===== config.mk =====
export PLATFORM = sky130hd
export DESIGN_NAME = axi_bridge_tx_flit_packer
export DESIGN_NICKNAME = d
export VERILOG_FILES = /design/src/rtl/axi_bridge_tx_flit_packer.sv
export SDC_FILE = /design/constraint.sdc
export NUM_CORES = 1
export LEC_CHECK = 0
export BUFFER_PORTS_ARGS = -buffer_cell sky130_fd_sc_hd__buf_2
export CELL_PAD_IN_SITES_DETAIL_PLACEMENT = 2
export CELL_PAD_IN_SITES_GLOBAL_PLACEMENT = 2
export CORE_MARGIN = 8
export CORE_UTILIZATION = 33
export DETAILED_ROUTE_END_ITERATION = 8
export PLACE_DENSITY = 0.85
export SYNTH_ARGS = -nofsm -noshare
export SYNTH_HDL_FRONTEND = slang
export SYNTH_SLANG_ARGS = --single-unit
export TNS_END_PERCENT = 30

===== constraint.sdc =====
create_clock -name clk_i -period 3.17 [get_ports clk_i]
set_clock_uncertainty 0.1 [all_clocks]
set_input_delay 0.317 -clock clk_i [delete_from_list [all_inputs] [get_ports clk_i]]
set_output_delay 0.317 -clock clk_i [all_outputs]
set_load 0.05 [all_outputs]

===== src/rtl/axi_bridge_tx_flit_packer.sv =====
`default_nettype none
// +--------------------------------------------------------------------------+
// | axi_bridge_tx_flit_packer: packs client segments into SEGS-slot flits    |
// | with header. Optional FLIT_PACKER_TIMEOUT_FLUSH_EN closes idle partials. |
// | Rev 1.0                                                                  |
// +--------------------------------------------------------------------------+
module axi_bridge_tx_flit_packer #(
  parameter int IF_W      = 64,
  parameter int TUSER_W   = 16,
  parameter int SEGS      = 4,
  parameter int FLUSH_TMO = 16,
  localparam int FLIT_W   = SEGS * IF_W,
  localparam int HDR_W    = 3 * SEGS + TUSER_W,
  localparam int KEEP_W   = IF_W / 8,
  localparam int FKEEP_W  = FLIT_W / 8
) (
  input  logic                 clk_i,
  input  logic                 rst_ni,
  input  logic [IF_W-1:0]      cl_tx_data_i,
  input  logic [KEEP_W-1:0]    cl_tx_keep_i,
  input  logic [TUSER_W-1:0]   cl_tx_user_i,
  input  logic                 cl_tx_valid_i,
  input  logic                 cl_tx_sop_i,
  input  logic                 cl_tx_eop_i,
  output logic                 cl_tx_ready_o,
  output logic [FLIT_W-1:0]    flit_data_o,
  output logic [FKEEP_W-1:0]   flit_keep_o,
  output logic [HDR_W-1:0]     flit_hdr_o,
  output logic                 flit_valid_o,
  input  logic                 flit_ready_i,
  input  logic                 enable_i,
  output logic [31:0]          stat_flits_o,
  output logic [31:0]          stat_pad_slots_o,
  output logic                 ev_err_protocol_o
);

  localparam int SLOT_W = $clog2(SEGS);
  localparam logic [SLOT_W-1:0] c_last_slot = SLOT_W'(SEGS - 1);

  logic [FLIT_W-1:0]  asm_data_q, asm_data_d;
  logic [FKEEP_W-1:0] asm_keep_q, asm_keep_d;
  logic [SEGS-1:0]    asm_vld_q, asm_vld_d;
  logic [SEGS-1:0]    asm_sop_q, asm_sop_d;
  logic [SEGS-1:0]    asm_eop_q, asm_eop_d;
  logic [TUSER_W-1:0] asm_user_q, asm_user_d;
  logic [SLOT_W-1:0]  slot_q, slot_d;
  logic               in_frame_q, in_frame_d;
  logic               asm_done_q, asm_done_d;

  logic [FLIT_W-1:0]  flit_data_q, flit_data_d;
  logic [FKEEP_W-1:0] flit_keep_q, flit_keep_d;
  logic [HDR_W-1:0]   flit_hdr_q, flit_hdr_d;
  logic               flit_valid_q, flit_valid_d;
  logic [31:0]        stat_flits_q, stat_flits_d;
  logic [31:0]        stat_pad_q, stat_pad_d;
  logic               err_q, err_d;

`ifdef FLIT_PACKER_TIMEOUT_FLUSH_EN
  logic [7:0]         idle_q, idle_d;
`endif

  logic              out_free;
  logic              seg_acc;
  logic              asm_clear;
  logic [SLOT_W-1:0] wr_slot;

  function automatic logic [31:0] popcount(input logic [SEGS-1:0] v);
    logic [31:0] n;
    n = '0;
    for (int i = 0; i < SEGS; i++) n = n + {31'd0, v[i]};
    return n;
  endfunction

  assign out_free      = !flit_valid_q || flit_ready_i;
  assign cl_tx_ready_o = enable_i && rst_ni && (!asm_done_q || out_free);
  assign seg_acc       = cl_tx_valid_i && cl_tx_ready_o;
  assign asm_clear     = asm_done_q && out_free;
  // A segment accepted alongside the hand-off lands in slot 0 of the fresh assembly.
  assign wr_slot       = asm_clear ? '0 : slot_q;

  always_comb begin
    asm_data_d   = asm_data_q;
    asm_keep_d   = asm_keep_q;
    asm_vld_d    = asm_vld_q;
    asm_sop_d    = asm_sop_q;
    asm_eop_d    = asm_eop_q;
    asm_user_d   = asm_user_q;
    slot_d       = slot_q;
    in_frame_d   = in_frame_q;
    asm_done_d   = asm_done_q;
    flit_data_d  = flit_data_q;
    flit_keep_d  = flit_keep_q;
    flit_hdr_d   = flit_hdr_q;
    flit_valid_d = flit_valid_q;
    stat_flits_d = stat_flits_q;
    stat_pad_d   = stat_pad_q;
    err_d        = 1'b0;
`ifdef FLIT_PACKER_TIMEOUT_FLUSH_EN
    idle_d       = idle_q;
`endif

    if (flit_valid_q && flit_ready_i) begin
      flit_valid_d = 1'b0;
      stat_flits_d = stat_flits_q + 32'd1;
      stat_pad_d   = stat_pad_q + (32'(SEGS) - popcount(flit_hdr_q[SEGS-1:0]));
    end

    if (asm_clear) begin
      flit_data_d  = asm_data_q;
      flit_keep_d  = asm_keep_q;
      flit_hdr_d   = {asm_user_q, asm_eop_q, asm_sop_q, asm_vld_q};
      flit_valid_d = 1'b1;
      asm_data_d   = '0;
      asm_keep_d   = '0;
      asm_vld_d    = '0;
      asm_sop_d    = '0;
      asm_eop_d    = '0;
      asm_user_d   = '0;
      slot_d       = '0;
      asm_done_d   = 1'b0;
    end

    if (seg_acc) begin
      if (!cl_tx_sop_i && !in_frame_q) begin
        // Orphan continuation segment: dropped without touching assembly state.
        err_d = 1'b1;
      end else begin
        err_d = cl_tx_sop_i && in_frame_q;
        for (int k = 0; k < SEGS; k++) begin
          if (wr_slot == SLOT_W'(k)) begin
            asm_data_d[k*IF_W +: IF_W]     = cl_tx_data_i;
            asm_keep_d[k*KEEP_W +: KEEP_W] = cl_tx_keep_i;
            asm_vld_d[k]                   = 1'b1;
            asm_sop_d[k]                   = cl_tx_sop_i;
            asm_eop_d[k]                   = cl_tx_eop_i;
          end
        end
        if (wr_slot == '0) asm_user_d = cl_tx_user_i;
        in_frame_d = !cl_tx_eop_i;
        if (cl_tx_eop_i || wr_slot == c_last_slot) begin
          asm_done_d = 1'b1;
          slot_d     = '0;
        end else begin
          slot_d     = wr_slot + SLOT_W'(1);
        end
      end
    end

`ifdef FLIT_PACKER_TIMEOUT_FLUSH_EN
    if (seg_acc || asm_clear) begin
      idle_d = '0;
    end else if (|asm_vld_q && !asm_done_q) begin
      idle_d = idle_q + 8'd1;
      // Force-close without eop; in_frame stays set so the frame continues in the next flit.
      if (idle_d == 8'(FLUSH_TMO)) begin
        asm_done_d = 1'b1;
        slot_d     = '0;
        idle_d     = '0;
      end
    end
`endif
  end

  always_ff @(posedge clk_i or negedge rst_ni) begin
    if (!rst_ni) begin
      asm_data_q   <= '0;
      asm_keep_q   <= '0;
      asm_vld_q    <= '0;
      asm_sop_q    <= '0;
      asm_eop_q    <= '0;
      asm_user_q   <= '0;
      slot_q       <= '0;
      in_frame_q   <= 1'b0;
      asm_done_q   <= 1'b0;
      flit_data_q  <= '0;
      flit_keep_q  <= '0;
      flit_hdr_q   <= '0;
      flit_valid_q <= 1'b0;
      stat_flits_q <= '0;
      stat_pad_q   <= '0;
      err_q        <= 1'b0;
    end else begin
      asm_data_q   <= asm_data_d;
      asm_keep_q   <= asm_keep_d;
      asm_vld_q    <= asm_vld_d;
      asm_sop_q    <= asm_sop_d;
      asm_eop_q    <= asm_eop_d;
      asm_user_q   <= asm_user_d;
      slot_q       <= slot_d;
      in_frame_q   <= in_frame_d;
      asm_done_q   <= asm_done_d;
      flit_data_q  <= flit_data_d;
      flit_keep_q  <= flit_keep_d;
      flit_hdr_q   <= flit_hdr_d;
      flit_valid_q <= flit_valid_d;
      stat_flits_q <= stat_flits_d;
      stat_pad_q   <= stat_pad_d;
      err_q        <= err_d;
    end
  end

`ifdef FLIT_PACKER_TIMEOUT_FLUSH_EN
  always_ff @(posedge clk_i or negedge rst_ni) begin
    if (!rst_ni) idle_q <= '0;
    else         idle_q <= idle_d;
  end
`endif

  assign flit_data_o       = flit_data_q;
  assign flit_keep_o       = flit_keep_q;
  assign flit_hdr_o        = flit_hdr_q;
  assign flit_valid_o      = flit_valid_q;
  assign stat_flits_o      = stat_flits_q;
  assign stat_pad_slots_o  = stat_pad_q;
  assign ev_err_protocol_o = err_q;

endmodule
`default_nettype wire


==> After elaboration in Yosys (flattened, before gate mapping) <==
Index checks and enable logic that the tools add are counted.
W data, S select, Z words.
{ "classes": {"addsub": 7, "n_eq_ne": 3, "mux": 51, "n_bitwise": 1, "reduce_logical": 18} }
{ "op_table": {"columns": ["op", "n"], "rows": [
  ["$mux W256", 3],
  ["$mux W64", 4],
  ["$mux W32", 3],
  ["$mux W16", 4],
  ["$mux W4", 9],
  ["$add A32 B1 Y32 const B", 1],
  ["$add A32 B32 Y32", 1],
  ["$mux W8", 4],
  ["$mux W1", 20],
  ["$mux W2", 4],
  ["$logic_and A1 B1 Y1", 7],
  ["$logic_not A1 Y1", 5],
  ["$sub A3 B4 Y5 const A", 1],
  ["$add A3 B1 Y4", 1],
  ["$eq A2 B2 Y1 const B", 2],
  ["$add A2 B1 Y3", 1],
  ["$logic_or A1 B1 Y1", 3],
  ["$add A1 B1 Y2", 1],
  ["$add A2 B1 Y2 const B", 1],
  ["$eq A2 B1 Y1 const B", 1],
  ["$logic_not A2 Y1", 1],
  ["$reduce_and A2 Y1", 1],
  ["$reduce_bool A2 Y1", 1],
  ["$not A1 Y1", 1]
]} }
{ "word_totals": {"ff_bits": 702, "output_inout_bits": 383} }

==> Depth between registers and ports, before layout <==
Gate-level depths: netlist of run 1.
{ "depth": {"word_depth": 9, "ltp_mapped": 13} }

==> Least setup slack after synthesis of run 1 <==
No wires, ideal clock.
{ "synth_path": {"kind": "register -> register", "startpoint": "register flit_hdr_q[1] (netlist: flit_hdr_o[1])", "endpoint": "register stat_pad_q[23] (netlist: stat_pad_slots_o[23])", "setup_time_ns": 0.143, "arrival_ns": 3.042, "required_time_ns": 2.927, "setup_slack_ns": -0.115, "path_stages_with_launch": 10, "path_buffers": 0, "path_cell_list": "dfrtp_1 > fa_1 > inv_1 > ha_1 > ha_1 > ha_1 > a211oi_1 > or4b_1 > or3_1 > xnor2_1"} }
{ "synth_via": {"elab_chain_len": 5} }
{ "synth_lines": {"columns": ["item", "line", "source"], "rows": [
  ["start: declaration", "52", "logic [HDR_W-1:0] flit_hdr_q, flit_hdr_d;"],
  ["start signal: assignment", "194", "flit_hdr_q <= flit_hdr_d;"],
  ["$add A1 B1 Y2", "70", "for (int i = 0; i < SEGS; i++) n = n + {31'd0, v[i]};"],
  ["$add A2 B1 Y3", "70", null],
  ["$add A3 B1 Y4", "70", null],
  ["$sub A3 B4 Y5", "105", "stat_pad_d = stat_pad_q + (32'(SEGS) - popcount(flit_hdr_q[SEGS-1:0]));"],
  ["$add A32 B32 Y32", "105", null],
  ["end signal: assignment", "197", "stat_pad_q <= stat_pad_d;"],
  ["end: declaration", "55", "logic [31:0] stat_pad_q, stat_pad_d;"]
]} }
No other way between the ends.
A chain may end at the register's enable or synchronous reset.

==> Worst setup path after layout of run 1 <==
{ "layout_path": {"startpoint": "register flit_hdr_q[2] (netlist: flit_hdr_o[2])", "endpoint": "register stat_pad_q[12] (netlist: stat_pad_slots_o[12])"} }
{ "layout_via": {"elab_chain_len": 4} }
{ "layout_lines": {"columns": ["item", "line"], "rows": [
  ["$add A2 B1 Y3", "70"],
  ["$add A3 B1 Y4", "70"],
  ["$sub A3 B4 Y5", "105"],
  ["$add A32 B32 Y32", "105"]
]} }
No other way between the ends.

==> impl_metrics.ini, run 1 <==
[pwr]
power_frac_clock = 0.309
p_comb_frac = 0.293
vdd_ir_drop_max_mv = 0.509
p_per_area_nw_per_um2 = 920
p_leak_uw = 0.0176
seq_power_share = 0.398
p_int_uw = 19400
p_sw_frac = 0.396
p_switching_uw = 12700

[sta]
setup_viol = 1
tns_ps = -19.1
hold_viol_final = 0
maxClockFrequency_mhz = 314
drv_slew = 0
slew_headroom = 0.280
rsz0062_at_grt = true
worst_pin_slew_ps = 1080
period_needed_ps = 3190
fin_ws_ps = -19.1
fin_crit_sh = 1.01

[route]
viasPerCell = 5.03
drtIter0Drc = 849
antenna_left = 0
wirelength_um = 102000
first_pass_iters = 5
routedWlPerCell_um = 25.1
drc = 0
vias = 20400

[worst_setup_path]
crit_family = adder cells
cp.arrival_ps = 3630
cp-start-kind = register
reg2reg_from = flit_hdr_o[2]$_DFFE_PN0P_
crit_chain = fa_1, inv_2, ha_4, ha_1, inv_1, fa_2, nor2b_4, o2111ai_4, buf_2, nor3_1, xor2_1
critPathLaunch = flit_hdr_o[2]$_DFFE_PN0P_
slowest_delay_ps = 560
timing_worst_setup_path_type = register to register
crit_slowest_cell = fa_1
crit_fanout = 5
cp.required_ps = 3610
cp-end-kind = register
crit_buf_inv = 3

[floorplanning]
initial_core_util = 0.332
io_pins = 478
num_rows = 106
die-height_um = 305
die_w_um = 305
core_region_area_um2 = 83200
dieArea_um2 = 93100

[yosys]
synth_edf_count = 0
yosysTopAreaCellShare = 0.637
syn-num-nets = 2472
postSynthCellCount = 2364
synthArstFlopShare = 1.00
seq_area_frac_synth = 0.637
synth.avg_cell_area_um2 = 11.7
synth_seq_cells = 702
yosys.cell_count.top_type = dfrtp_1
synth_common_cells = dfrtp_1, nand2_1, mux2_2, o21ai_0
yosysWarningCount = 0
synth_top_flop_cell = dfrtp_1
synth_cell_types = 37
syn_area_um2 = 27600
yosys-top-cells-area = dfrtp_1, mux2_2, nand2_1
yosys.area.top_type = dfrtp_1

[layout]
num-fill-cells = 8429
stdcell_count = 4055
seqCellArea_um2 = 17600
antennaDiodeCount = 0
multi_input_area_um2 = 9320
areaGrowthSynthToFinish_pct = 26.7
finalNetCount = 3018
final_layout_size_suffix_gt1_frac = 0.331
final_core_util = 0.420

[global_route]
grt_use_total = 0.213
grt_pass1_wl_um = 156000
grt_max_degree = 198
gr-usage-met1 = 0.232
met2_usage = 0.397
busiest_layer = met2
globalRouteOverflowTotal = 0
grt_pass1_vias = 24100
globalRouteMet3Util = 0.0424
antenna_found_initial = 2

[run_status]
status = finished, violations left
violations = negative setup slack

[clocking]
cts_htree_levels = 3
ctsLongestPathBuffers = 3
clock_latency_ps = 640
cts.reportedPaths.clkPinSlew_ps = 60
clock-sinks = 702
root_buffer = clkbuf_16
cts_tree = done
cts_inserted_buffers = 81

[placed_design]
dp_cells = 3809
port_buffers = 477
pre_cts_ws_ps = -209
place_congestion = 0.783
dp_hpwl_um = 60900

[worst_hold_path]
hp-class = primary input to async pin

[flow_run]
maxCapViolCount = 0
==> cell usage in the layout, fill, tap and decap left out, types with 3 or more instances in the layout <==
cell           instances
dlygate4sd3_1         94
clkinvlp_4             3
bufinv_16              6
buf_2                477
nand4_1               13
and2_1                 7
dfrtp_2                3
buf_4                 21
nor4_1                20
o21ai_1               46
nor2_1                12
nand3_1               15
nor3_1                11
mux2_2               316
clkbuf_1              20
clkbuf_8              23
nor4b_4                4
xnor2_1               23
nand2_1              666
nand2b_1               4
xor2_1                37
clkbuf_16             81
inv_1                 19
inv_16                 3
dfrtp_1              699
clkinv_2               6
ha_4                   3
buf_12                15
ha_1                   8
a21o_1                 5
and4_1                 8
nor4_2                 4
o21ai_0              270
==> logic make-up (layout without fill, tap and decap cells) <==
family          Yosys count  in the layout  share of synthesized area
compound gates          326            326                     0.0600
xor+xnor                 61             61                     0.0194
fa+ha+maj                13             13                    0.00644
buf+inv                 166            777                     0.0299
flops                   702            702                      0.637
mux                     317            317                      0.129
simple gates            779            779                      0.118
==> power by group through the flow <==
stage                     Sequential (µW)  Clock (µW)  Combinational, µW
final                               12800        9930               9420
after global routing                13000       10500               9900
after CTS                           12700       10100               9250
after detailed placement            12700           0               8990
after global placement              12600           0               8610
after floorplan                     16400           0               2160
==> what timing repair did <==
item	CTS	global route
endpoints found under the hold margin	537	0
setup endpoints to repair	13	25
pin swaps	0	10
buffers inserted	0	3
cloned	0	1
resized for setup	4	22
hold buffers	94	0
==> layout make-up <==
| type | instances | share of cell area |
|---|---|---|
| Clock inverter | 24 | 0.0107 |
| Multi-Input combinational cell | 1496 | 0.267 |
| Timing Repair Buffer | 609 | 0.109 |
| Inverter | 20 | 0.00215 |
| Clock buffer | 124 | 0.0692 |
| Tap cell | 1080 | 0.0387 |
| Sequential cell | 702 | 0.503 |
==> metal layers <==
| metal | vias up | routed length, µm | part of all wire |
|---|---|---|---|
| met2 | 495 | 54300 | 0.53 |
| met5 | - | 0 | 0 |
| met4 | 0 | 4760 | 0.047 |
| met1 | 10700 | 38100 | 0.37 |
| met3 | 230 | 4490 | 0.044 |
| li1 | 8983 | - | - |
==> stage by stage <==
step           hold slack, ps  total power, µW  instance area, µm²
6_report                 27.3            32100               34900
4_1_cts                  3.32            32000               34800
3_3_place_gp             54.2            21200               31000
2_1_floorplan           -78.6            18500               27600
3_5_place_dp             53.0            21700               31000
5_1_grt                  7.33            33400               34900
==> state kept, by name, summed over array words and instances (netlist names), 16 cells and up <==
register and count:
asm_data_q 256, asm_keep_q 32, asm_user_q 16, flit_data_o 256, flit_hdr_o 28, flit_keep_o 32, stat_flits_o 32, stat_pad_slots_o 32
==> worst paths after layout <==
kind,depth (start not counted),slack (ps),end
min in group clk_i,3,110,stat_flits_o[0]$_DFFE_PN0P_
max,11,-20,stat_pad_slots_o[12]$_DFFE_PN0P_
min reg2reg,1,380,stat_flits_o[31]$_DFFE_PN0P_
max in group asynchronous,4,1190,flit_data_o[183]$_DFFE_PN0P_
min,2,30,flit_data_o[61]$_DFFE_PN0P_
max reg2reg,11,-20,stat_pad_slots_o[12]$_DFFE_PN0P_
No activity file was read; power rests on OpenSTA's default activity.
==> inputs of run 2 (changes only) <==
CORE_UTILIZATION = 37   (was 33)
PLACE_DENSITY = 0.9   (was 0.85)
clock period = 3.5 ns   (was 3.17 ns; I/O delays follow)
==> run 2 against run 1 <==
The flow now finishes without violations. Via count up 2.0%. Die area decreased by 10%. Largest cell class unchanged. Critical path depth shrank 2. Cell area down 1.6%. Combinational power down 9.7%. Sequential share of layout area up 0.82 points. Sequential power decreased by 9%. Utilization increased by 4.4 points.
==> impl_metrics.ini, run 2 (same netlist as run 1, synthesis figures left out) <==
[sta]
fin_ws_ps = 101
hold_viol_final = 0
maxClockFrequency_mhz = 294
setup_viol = 0
rsz0062_at_grt = true
slew_headroom = 0.228
fin_crit_sh = 0.971
period_needed_ps = 3400
drv_slew = 0
tns_ps = 0
worst_pin_slew_ps = 1160
hold_slack_ps = 141

[placed_design]
dp_hpwl_um = 63300
placed_cell_area_um2 = 30800
pre_cts_ws_ps = 99.6
port_buffers = 477
place_congestion = 0.837

[global_route]
grt_pass1_vias = 24800
grt_pass1_wl_um = 161000
grt_max_degree = 185
grt_use_total = 0.249
antenna_found_initial = 2
globalRouteOverflowTotal = 0

[layout]
final_common_cell = dfrtp_1
final_area_um2 = 34400
areaGrowthSynthToFinish_pct = 24.6
final_layout_size_suffix_gt1_frac = 0.323
mostFrequentLayoutCells = dfrtp_1, nand2_1, buf_2
finalNetCount = 3003

[clocking]
clock-sinks = 702
cts_htree_levels = 3
cts_setup_buffers = 0
ctsLongestPathBuffers = 3
cts.reportedPaths.clkPinSlew_ps = 60
cts_tree = done
root_buffer = clkbuf_16
clock_latency_ps = 610
cts_inserted_buffers = 79

[route]
wirelength_um = 106000
first_pass_iters = 5
vias = 20800
drtIter0Drc = 1011
routedWlPerCell_um = 27.0
drc = 0
antenna_left = 0
viasPerCell = 5.30

[run_status]
status = finished clean

[pwr]
p_leak_uw = 0.0174
vdd_ir_drop_max_mv = 0.544
p_per_area_nw_per_um2 = 834
power_uw = 28600

[floorplanning]
dieArea_um2 = 83500
num_rows = 100
initial_core_util = 0.372
die_w_um = 289
core_region_area_um2 = 74100
die-height_um = 289
io_pins = 478

[worst_setup_path]
crit_fanout = 5
slowest_delay_ps = 620
cp-end-kind = register
timing_worst_setup_path_type = register to register
cp_common_cell = ha_1
reg2reg_from = flit_hdr_o[1]$_DFFE_PN0P_
cp.arrival_ps = 3810
r2r_end = stat_pad_slots_o[31]$_DFFE_PN0P_
crit_chain = fa_1, inv_1, ha_1, ha_1, ha_1, o211ai_1, or4b_4, nor4_2, xor2_1
cp-start-kind = register
cp.required_ps = 3920
crit_slowest_cell = or4b_4
r2r_slack_ps = 100
rr_worst_depth = 9

[flow_run]
maxCapViolCount = 0

[worst_hold_path]
hp-class = primary input to async pin
-- run 2: timing repair --
action	CTS	global route
endpoints found under the setup margin	0	11
hold buffers	92	0
gates resized for setup	0	5
endpoints found under the hold margin	417	0
-- run 2: how the worst max path moves through the flow --
stage	endpoint	startpoint	slack (ps)	cells after the start
after floorplan	stat_pad_slots_o[23]$_DFFE_PN0P_	flit_hdr_o[1]$_DFFE_PN0P_	220	9
final	stat_pad_slots_o[31]$_DFFE_PN0P_	flit_hdr_o[1]$_DFFE_PN0P_	100	9
after CTS	stat_pad_slots_o[31]$_DFFE_PN0P_	flit_hdr_o[1]$_DFFE_PN0P_	90	9
after global routing	stat_pad_slots_o[31]$_DFFE_PN0P_	flit_hdr_o[1]$_DFFE_PN0P_	-60	9
after detailed placement	stat_pad_slots_o[31]$_DFFE_PN0P_	flit_hdr_o[1]$_DFFE_PN0P_	100	9
after global placement	stat_pad_slots_o[23]$_DFFE_PN0P_	flit_hdr_o[1]$_DFFE_PN0P_	330	9
-- run 2: layer usage --
layer  track usage  part of all wire  wire length (µm)  up-vias
met3        0.0447             0.043              4540      268
met5             0                 0                 0        -
met1         0.266              0.37             38800    11000
met4         0.125             0.052              5510        0
met2         0.468              0.54             57100      558
li1              -                 -                 -     8948
-- run 2: cell type report --
type | count | area, µm²
well taps | 969 | 1210
fillers | 7376 | 39700
clock buffers | 119 | 2370
flip-flops and latches | 702 | 17600
diodes | 2 | 5.00
repair buffers | 596 | 3670
multi-input cells | 1496 | 9220
clock inverters | 23 | 240
inverters | 20 | 75.1
-- run 2: critical path, delay by kind of cell, from the launching register on --
family                   cells  cell delay (ps)
flip-flops                   1              410
AO/OA/AOI/OAI                1              230
AND/OR/NAND/NOR              2              930
buffers and inverters        1               50
adder cells (fa/ha/maj)      4             1360
XOR/XNOR                     1              250
-- run 2: per-stage QoR --
step / instances / utilization
final: 3927 / 0.464
after global routing: 3927 / 0.464
after CTS: 3925 / 0.463
after detailed placement: 3691 / 0.416
after global placement: 3691 / 0.416
after floorplan: 2364 / -
-- run 2: power breakdown --
group | total [µW] | switching, µW | internal [µW]
Combinational | 8510 | 6390 | 2120
Clock | 8530 | 3550 | 4980
Sequential | 11600 | 1510 | 10100
Total | 28600 | 11400 | 17200
==> inputs of run 3 (changes only) <==
BUFFER_PORTS_ARGS = -buffer_cell sky130_fd_sc_hd__buf_4   (was -buffer_cell sky130_fd_sc_hd__buf_2)
==> run 3 against run 2 <==
Maximum frequency down 0.22%. First-iteration DRC count up 5.2%. Cell count up 0.18%. Die area unchanged. Critical path depth up 2. Register-to-register slack about the same. Sequential power about the same. Worst hold slack worse by 58 ps. Combinational power up 8.3%. Critical endpoint is now stat_pad_slots_o[18]$_DFFE_PN0P_. Highest routed layer unchanged.
==> impl_metrics.ini, run 3 (same netlist as run 1, synthesis figures left out) <==
[clocking]
root_buffer = clkbuf_16
cts_tree = done
cts_htree_levels = 3
cts.reportedPaths.clkPinSlew_ps = 60
cts_setup_buffers = 0
cts_inserted_buffers = 80
ctsLongestPathBuffers = 3
clock_latency_ps = 630
clock-sinks = 702

[layout]
areaGrowthSynthToFinish_pct = 29.6
stdcell_count = 3934
mostFrequentLayoutCells = dfrtp_1, nand2_1, buf_4
multi_input_area_um2 = 9210
final_common_cell = dfrtp_1
num-fill-cells = 7205
final_layout_size_suffix_gt1_frac = 0.326
final_area_um2 = 35700
final_core_util = 0.482
seqCellArea_um2 = 17600
finalNetCount = 3002

[sta]
slew_headroom = 0.350
hold_viol_final = 0
fin_ws_ps = 94.0
worst_pin_slew_ps = 975
setup_viol = 0
rsz0062_at_grt = true
period_needed_ps = 3410
drv_slew = 0
fin_crit_sh = 0.973
maxClockFrequency_mhz = 294

[global_route]
grt_pass1_wl_um = 165000
globalRouteOverflowTotal = 0
antenna_found_initial = 3
grt_max_degree = 180
grt_use_total = 0.258
grt_pass1_vias = 25000

[floorplanning]
num_rows = 100
core_region_area_um2 = 74100
initial_core_util = 0.372
die-height_um = 289
io_pins = 478
dieArea_um2 = 83500
die_w_um = 289

[pwr]
p_leak_uw = 0.0176
power_uw = 29900
vdd_ir_drop_max_mv = 0.445
p_per_area_nw_per_um2 = 836

[placed_design]
port_buffers = 477
place_congestion = 0.826
dp_hpwl_um = 64600
dp_cells = 3689
pre_cts_ws_ps = -66.6
placed_cell_area_um2 = 32000

[worst_setup_path]
cp-start-kind = register
timing_worst_setup_path_type = register to register
cp.required_ps = 3930
cp.arrival_ps = 3840
cp-end-kind = register
crit_fanout = 13

[route]
routedWlPerCell_um = 28.0
drc = 0
viasPerCell = 5.32
drtIter0Drc = 1064
antenna_left = 0
wirelength_um = 110000
vias = 20900
first_pass_iters = 4

[worst_hold_path]
hp-class = primary input to register

[flow_run]
maxCapViolCount = 0

[run_status]
status = finished clean
run 3: report_power, final:
| part | switching [µW] | internal (µW) |
|---|---|---|
| Sequential | 1620 | 10100 |
| Combinational | 6430 | 2790 |
| Clock | 3760 | 5180 |
| Total | 11800 | 18100 |
run 3: repair_timing:
action | in CTS | in global routing
endpoints found under the setup margin | 6 | 5
hold buffers | 92 | 0
hold endpoints to repair | 350 | 0
resized for setup | 2 | 3
run 3: final timing paths:
kind	start	end	slack, ps	depth (start not counted)
worst max-delay path	flit_hdr_o[1]$_DFFE_PN0P_	stat_pad_slots_o[18]$_DFFE_PN0P_	90	11
worst min-delay path	flit_ready_i	flit_valid_o$_DFFE_PN0P_	80	3
worst max register to register	flit_hdr_o[1]$_DFFE_PN0P_	stat_pad_slots_o[18]$_DFFE_PN0P_	90	11
worst min register to register	asm_vld_q[3]$_DFF_PN0_	asm_vld_q[3]$_DFF_PN0_	390	1
max in group asynchronous	rst_ni	asm_data_q[201]$_DFF_PN0_	1260	4
min in group asynchronous	rst_ni	flit_hdr_o[21]$_DFFE_PN0P_	130	2
run 3: metal layers:
| metal | routed length, µm | GRT usage | share of wire | vias up |
|---|---|---|---|---|
| met5 | 0 | 0 | 0 | - |
| met4 | 5490 | 0.120 | 0.050 | 0 |
| met3 | 5370 | 0.0534 | 0.049 | 288 |
| met2 | 59800 | 0.488 | 0.54 | 636 |
| met1 | 39400 | 0.272 | 0.36 | 11100 |
| li1 | - | - | - | 8941 |
run 3: metrics by stage:
stage | hold WS, ps | TNS [ps]
final | 83.4 | 0
after floorplan | -45.6 | 0
after detailed placement | 181 | -66.6
after global routing | 70.1 | -66.0
after CTS | 51.4 | 0
after global placement | 161 | 0
run 3: worst max-delay path, stage by stage, from the launching register on:
cell and delay, ps:
dfrtp_1 420, fa_1 580, inv_1 60, ha_1 200, ha_1 330, inv_1 80, fa_1 430, nor2b_1 220
o2111ai_1 140, buf_4 230, nor4_1 360, xor2_1 190
run 3: final cells by class:
class | instances | area share
diodes | 3 | 0.000210
repair buffers | 594 | 0.137
clock buffers | 115 | 0.0662
flip-flops and latches | 702 | 0.492
inverters | 20 | 0.00210
well taps | 969 | 0.0339
clock inverters | 35 | 0.0110
multi-input cells | 1496 | 0.258
